===== src/rtl/hs_arb_pkg.sv =====
// Shared types and constants for the hiscore/CPU work-RAM arbiter.
package hs_arb_pkg;

    typedef enum logic [2:0] {
        CPU,
        DRAIN,
        SETTLE_IN,
        HS,
        SETTLE_OUT
    } arb_state_t;

    localparam int SETTLE_W  = $clog2(16);
    localparam int HS_ARB_AW = 12;
    localparam int HS_ARB_DW = 8;

endpackage


===== src/rtl/hs_arb_mux.sv =====
// Work-RAM port selector: routes CPU or hiscore address/data/strobe by arbiter state.
module hs_arb_mux
    import hs_arb_pkg::*;
#(
    parameter int AW = HS_ARB_AW,
    parameter int DW = HS_ARB_DW
) (
    input  arb_state_t       state_i,
    input  logic             cpu_cen_i,
    input  logic             cpu_cs_i,
    input  logic             cpu_we_i,
    input  logic [AW-1:0]    cpu_addr_i,
    input  logic [DW-1:0]    cpu_dout_i,
    input  logic [AW-1:0]    hs_address_i,
    input  logic [DW-1:0]    hs_data_in_i,
    input  logic             hs_write_enable_i,
    output logic [AW-1:0]    ram_addr_o,
    output logic [DW-1:0]    ram_din_o,
    output logic             ram_we_o
);

    always_comb begin
        ram_addr_o = cpu_addr_i;
        ram_din_o  = cpu_dout_i;
        ram_we_o   = 1'b0;
        unique case (state_i)
            // DRAIN still belongs to the CPU so its final bus cycle completes.
            CPU, DRAIN: ram_we_o = cpu_cs_i & cpu_we_i & cpu_cen_i;
            HS: begin
                ram_addr_o = hs_address_i;
                ram_din_o  = hs_data_in_i;
                ram_we_o   = hs_write_enable_i;
            end
            default: ram_we_o = 1'b0;
        endcase
    end

endmodule


===== src/rtl/hs_ram_arbiter.sv =====
// Arbitrates the work-RAM port between the CPU and the hiscore engine.
// Optional `HS_ARB_TIMEOUT_EN forces the grant if no CPU bus boundary arrives.
module hs_ram_arbiter
    import hs_arb_pkg::*;
#(
    parameter int AW      = HS_ARB_AW,
    parameter int DW      = HS_ARB_DW,
    parameter int SETTLE  = 2,
    parameter int TIMEOUT = 4096
) (
    input  logic             clk_49m,
    input  logic             reset,
    input  logic             cpu_cen,
    input  logic             cpu_cs,
    input  logic             cpu_we,
    input  logic [AW-1:0]    cpu_addr,
    input  logic [DW-1:0]    cpu_dout,
    output logic [DW-1:0]    cpu_din,
    output logic             cpu_hold,
    input  logic             hs_req,
    input  logic [AW-1:0]    hs_address,
    input  logic [DW-1:0]    hs_data_in,
    input  logic             hs_write_enable,
    output logic             hs_grant,
    output logic [DW-1:0]    hs_data_out,
    output logic [AW-1:0]    ram_addr,
    output logic [DW-1:0]    ram_din,
    output logic             ram_we,
`ifdef HS_ARB_TIMEOUT_EN
    output logic             hs_timeout,
`endif
    input  logic [DW-1:0]    ram_dout
);

    localparam logic [SETTLE_W-1:0] SETTLE_LAST = SETTLE_W'(SETTLE - 1);

    arb_state_t          state_q, state_d;
    logic [SETTLE_W-1:0] cnt_q, cnt_d;
    logic                settle_done;
    logic                tmo_hit;

    assign settle_done = (cnt_q == SETTLE_LAST);

`ifdef HS_ARB_TIMEOUT_EN
    localparam int TW = $clog2(TIMEOUT + 1);

    logic [TW-1:0] tmo_q, tmo_d;
    logic          hs_timeout_q, hs_timeout_d;

    assign tmo_hit    = (tmo_q == TW'(TIMEOUT - 1));
    assign hs_timeout = hs_timeout_q;

    always_comb begin
        tmo_d        = '0;
        hs_timeout_d = hs_timeout_q;
        if (state_q == DRAIN) begin
            tmo_d = tmo_q + 1'b1;
            if (hs_req && !cpu_cen && tmo_hit) hs_timeout_d = 1'b1;
        end
    end

    always_ff @(posedge clk_49m or negedge reset) begin
        if (!reset) begin
            tmo_q        <= '0;
            hs_timeout_q <= 1'b0;
        end else begin
            tmo_q        <= tmo_d;
            hs_timeout_q <= hs_timeout_d;
        end
    end
`else
    assign tmo_hit = 1'b0;
`endif

    always_ff @(posedge clk_49m or negedge reset) begin
        if (!reset) begin
            state_q <= CPU;
            cnt_q   <= '0;
        end else begin
            state_q <= state_d;
            cnt_q   <= cnt_d;
        end
    end

    always_comb begin
        state_d = state_q;
        cnt_d   = '0;
        unique case (state_q)
            CPU:   if (hs_req) state_d = DRAIN;
            // Losing the request before the grant still takes the SETTLE_OUT path.
            DRAIN: begin
                if (!hs_req)                 state_d = SETTLE_OUT;
                else if (cpu_cen || tmo_hit) state_d = SETTLE_IN;
            end
            SETTLE_IN: begin
                if (!hs_req)          state_d = SETTLE_OUT;
                else if (settle_done) state_d = HS;
                else                  cnt_d   = cnt_q + 1'b1;
            end
            HS:    if (!hs_req) state_d = SETTLE_OUT;
            SETTLE_OUT: begin
                if (settle_done) state_d = CPU;
                else             cnt_d   = cnt_q + 1'b1;
            end
            default: state_d = CPU;
        endcase
    end

    assign cpu_hold    = (state_q == SETTLE_IN) || (state_q == HS) || (state_q == SETTLE_OUT);
    assign hs_grant    = (state_q == HS);
    assign cpu_din     = ram_dout;
    assign hs_data_out = hs_grant ? ram_dout : '0;

    hs_arb_mux #(
        .AW (AW),
        .DW (DW)
    ) u_mux (
        .state_i           (state_q),
        .cpu_cen_i         (cpu_cen),
        .cpu_cs_i          (cpu_cs),
        .cpu_we_i          (cpu_we),
        .cpu_addr_i        (cpu_addr),
        .cpu_dout_i        (cpu_dout),
        .hs_address_i      (hs_address),
        .hs_data_in_i      (hs_data_in),
        .hs_write_enable_i (hs_write_enable),
        .ram_addr_o        (ram_addr),
        .ram_din_o         (ram_din),
        .ram_we_o          (ram_we)
    );

endmodule

===== config.mk =====
export PLATFORM = sky130hd
export DESIGN_NAME = hs_ram_arbiter
export DESIGN_NICKNAME = d
export VERILOG_FILES = /design/src/rtl/hs_arb_pkg.sv /design/src/rtl/hs_arb_mux.sv /design/src/rtl/hs_ram_arbiter.sv
export SDC_FILE = /design/constraint.sdc
export NUM_CORES = 1
export LEC_CHECK = 0
export BUFFER_PORTS_ARGS = -buffer_cell sky130_fd_sc_hd__buf_2
export CAP_MARGIN = 20
export CORE_UTILIZATION = 30
export DETAILED_ROUTE_END_ITERATION = 12
export GPL_TIMING_DRIVEN = 0
export PLACE_DENSITY = 0.75
export SYNTH_ARGS = -nofsm -noshare
export SYNTH_HDL_FRONTEND = slang
export SYNTH_HIERARCHICAL = 1
export SYNTH_SLANG_ARGS = --single-unit

===== constraint.sdc =====
create_clock -name clk_49m -period 1.2 [get_ports clk_49m]
set_input_delay 0.24 -clock clk_49m [delete_from_list [all_inputs] [get_ports clk_49m]]
set_output_delay 0.24 -clock clk_49m [all_outputs]
set_load 0.03 [all_outputs]

* Word level (Yosys, flattened, before mapping)
Index checks and enable logic that the tools add are counted.
W data, S select, Z words.
** Storage, ports and cells
- Register bits :: 7
- Bits of input ports :: 55
- Output and inout bits :: 39
- Logic and storage cells :: 35
** Operators by class
- Add/sub/neg operators :: 1
- Equality and inequality tests :: 10
- Mux-type cells :: 15
- Bitwise gates (word level) :: 2
- Reduce and logical (&&, ||, !) cells :: 5
** Operator list (count)
- $mux W3 :: 7
- $mux W8 :: 2
- $pmux W3 S5 :: 1
- $mux W12 :: 1
- $mux W4 :: 2
- $pmux W4 S2 :: 1
- $eq A3 B2 Y1 const B :: 2
- $ne A2 B2 Y1 const B :: 3
- $ne A3 B3 Y1 const B :: 2
- $reduce_and A5 Y1 :: 1
- $add A4 B1 Y4 const B :: 1
- $eq A4 B1 Y1 const B :: 1
- $eq A3 B1 Y1 const B :: 1
- $eq A3 B3 Y1 const B :: 1
- $logic_not A3 Y1 :: 1
- $and A1 B1 Y1 :: 2
- $logic_or A1 B1 Y1 :: 2
- $pmux W1 S2 :: 1
- $reduce_or A2 Y1 :: 1

* Longest topological paths before layout
- Word-level depth :: 4
- Depth in mapped cells :: 5
- Gate-level depth less buffers :: 5

* Cells and area by module
The synthesis kept the hierarchy.
** Modules (own cells, without submodules)
- hs_ram_arbiter :: times used 1, cells an instance 52, area an instance 469.2 sq um, sequential area each 175.2 sq um
- hs_arb_mux :: times used 1, cells an instance 26, area an instance 357.8 sq um, sequential area each 0.0 sq um

* Least setup slack after synthesis
Ideal clock, no wire load.
- Kind :: register to output
- Start :: register state_q[1]
- End :: output hs_data_out[0]
- Arrival time :: 1.516 ns
- Data required time :: 0.960 ns
- Slack :: -0.556 ns
- Stages on the path, launching flop included :: 4
- Buffers on the path :: 0
- Cells stage by stage :: dfrtp_1 -> nand2_1 -> nor2_1 -> and2_1
** Between the ends
- Longest elaborated chain between the ends :: 2
** RTL lines
- from (decl) :: RTL line hs_ram_arbiter.sv:37 : arb_state_t state_q, state_d;
- from (signal assigned) :: RTL line hs_ram_arbiter.sv:80 : state_q <= state_d;
- $eq A3 B2 Y1 :: RTL line hs_ram_arbiter.sv:110 : assign hs_grant = (state_q == HS);
- via hs_grant :: RTL line hs_ram_arbiter.sv:24 : output logic hs_grant,
- $mux W8 :: RTL line hs_ram_arbiter.sv:112 : assign hs_data_out = hs_grant ? ram_dout : '0;
- to (decl) :: RTL line hs_ram_arbiter.sv:25 : output logic [DW-1:0] hs_data_out,
The timed path passes the listed nets, and every way through them passes these cells.

* Final worst setup path
- Start :: register state_q[2]
- End :: output ram_din[2]
** Between the ends
- Longest elaborated chain between the ends :: 2
** RTL lines
- $eq A3 B2 Y1 :: RTL line hs_arb_mux.sv:26 : unique case (state_i)
- $mux W8 :: RTL line hs_arb_mux.sv:26
- to (decl) :: RTL line hs_ram_arbiter.sv:27 : output logic [DW-1:0] ram_din,
No other way between the ends.

==> results.cfg <==
[cts]
clk_path_buf_depth = 2
cts_buffers = 3
clkLatencyLatePin_ns = 0.26
cts_tree = built
cts_root_buffer = clkbuf_4
path_clk_slew_ns = 0.05
cts.sinks = 7
htreeDepth = 1

[worst_setup_path]
required_ns = 0.96
critPathMaxStageDelay_ns = 0.40
critical_path.cell_chain = nand3b_4 > buf_8 > mux2_4 > buf_4
critPathCaptureType = output port
rrSetupSlack_ns = -0.18
cp_slowest_cell = dfrtp_2
critPathTopFamily = flip-flops
critical_path_arrival_ns = 1.47
crit_buf_inv = 2
r2r-start = state_q[2]$_DFFE_PN0P_
crit_fanout = 10
cp-start-kind = register
crit_type = register to output port
worstRegToRegCells = 5
r2r-end = cnt_q[2]$_DFF_PN0_

[hold_path]
holdPathStages = 2
holdPathEnd = state_q[2]$_DFFE_PN0P_
hp-class = primary input to register
min_from = hs_req

[layout]
seq_area_sq_um = 179
utilization_pct = 68.9
multiInputGateArea_sq_um = 646
nets = 250
diodes = 0
area_growth_pct = 112
finalInstanceArea_sq_um = 1750
drive_gt1_share_pct = 85.9
nFillCells = 186

[sta]
setup_total_negative_slack_ns = -15.11
finalSetupViolations = 37
slew_viol_final = 0
worst_slack_ns = -0.512
worst_pin_slew_ns = 0.183
finalCriticalPeriod_ns = 1.71
report.final.hold_viol_count = 0
slew_headroom_pct = 87.7
max_freq_mhz = 584
fin_worst_skew_ns = 0.00605
rsz0062_at_grt = yes
period_share_pct = 143

[placed_design]
dp_hpwl_mm = 2.02
place_congestion = 0.762
port_buffers = 93
pre_cts_ws_ns = -0.352
place_area_sq_um = 1370

[routing]
drt_pass1_iterations = 4
wire_per_inst_um = 13.0
wl_mm = 2.90
drt_first_iter_violations = 4
ant_nets = 0
vias = 1043
via_per_inst = 4.70
drc_errors = 0

[die]
ios = 94
core_sq_um = 2540
initial_core_util_pct = 32.5
die_x_um = 54.5
die_h_um = 54.5
fp.dieArea_sq_um = 2970
row_count = 18

[pwr]
p_total_w = 0.00189
cellLeakagePower_nw = 1.02
powerDensity_nw_per_um2 = 1080
ir_drop_v = 0.000725

[synthesis]
ys_types = 26
syn_inst = 78
synth_nets = 135
yosysWarnings = 6
avgSynthCellArea_sq_um = 10.6
seq_area_frac_synth_pct = 21.2
synth_seq_cells = 7
netlist_area_sq_um = 827

[global_route]
grt_pass1_vias = 1049
grt_usage_pct = 20.1
grt_overflow = 0
grt_antenna_before_repair = 0
grt_max_degree = 11
grt_pass1_wl_mm = 4.28

[run]
drv_cap = 0

[outcome]
status = finished, violations left
violations = setup timing
==> layout by cell type (no fill, tap or decap), types with 2 or more instances in the layout <==
| cell type | n |
|---|---|
| mux2_2 | 2 |
| dfrtp_2 | 3 |
| nor2_4 | 3 |
| nor2_1 | 4 |
| buf_6 | 23 |
| inv_1 | 3 |
| buf_2 | 62 |
| mux2_4 | 19 |
| and2_4 | 8 |
| nor2b_1 | 2 |
| buf_4 | 30 |
| buf_8 | 2 |
| clkbuf_4 | 3 |
| dfrtp_1 | 4 |
==> synth_stat cells, drive strengths merged <==
cell	instances	area share, %
nand3	2	1.2
nand2b	2	1.5
nand4b	1	1.1
a21oi	1	0.60
nand3b	2	3.3
buf	10	10
o21ai	1	0.60
nor2	6	2.7
nand2	2	0.91
xor2	1	1.1
mux2	21	37
a211oi	1	0.91
dfrtp	7	21
nor2b	2	1.5
o22ai	1	0.76
a221o	1	1.2
or3b	1	1.1
ha	2	3.0
inv	3	1.4
and2	8	6.1
o31ai	1	0.91
a31oi	1	0.76
xnor2	1	1.1
==> flip-flops by register name (all words and copies together) (netlist names) <==
| name | count |
|---|---|
| cnt_q | 4 |
| state_q | 3 |
==> kinds of logic after synthesis <==
group           after synthesis  share of synthesized area (%)
fa+ha+maj                     2                           3.03
mux                          21                           37.2
compound gates                7                           5.75
buf+inv                      13                           11.3
xor+xnor                      2                           2.12
flops                         7                           21.2
simple gates                 26                           19.4
==> power by group <==
group | switching [W] | leakage (nW) | internal (W)
sequential | 0.0000461 | 0.0902 | 0.000291
clock | 0.0000931 | 0.0150 | 0.000127
combinational | 0.000631 | 0.912 | 0.000698
==> through the flow <==
stage	hold slack, ns	std cells
after floorplan	-0.0556	78
after global placement	0.0739	201
after detailed placement	0.0883	201
after CTS	0.186	222
after global routing	0.189	222
final	0.200	222
==> cell type report <==
cell class	count	share of cell area, %
clock buffer	4	1.50
buffer	10	5.42
inverter	3	0.642
timing repair buffer	109	43.3
tap	30	2.14
multi-input combinational	59	36.8
sequential	7	10.2
==> worst max-delay path by stage <==
stage	startpoint	depth (start not counted)	slack [ns]	to
floorplan	state_q[2]$_DFFE_PN0P_	3	-0.17	ram_addr[7]
global placement	state_q[2]$_DFFE_PN0P_	4	-0.33	ram_addr[8]
CTS	state_q[2]$_DFFE_PN0P_	4	-0.52	ram_din[2]
finish	state_q[2]$_DFFE_PN0P_	4	-0.51	ram_din[2]
detailed placement	state_q[2]$_DFFE_PN0P_	4	-0.35	ram_addr[3]
global route	state_q[2]$_DFFE_PN0P_	4	-0.57	ram_addr[8]
==> layer usage <==
metal  part of all wire, %  vias to the layer above  GRT usage [%]
li1                      -                      495              -
met1                    32                      474           16.5
met2                    58                       68           44.7
met3                   8.6                        6           2.50
met4                   1.5                        0           8.97
met5                     0                        -              0
==> what timing repair did <==
item                       in CTS  in global routing
hold buffers                    1                  0
cloned                          1                  0
hold endpoints to repair        7                  0
setup buffers                  15                  1
pin swaps                       7                  3
setup endpoints to repair      37                 37
gates resized for setup        65                  5
Power figures use the tool's default switching activity.
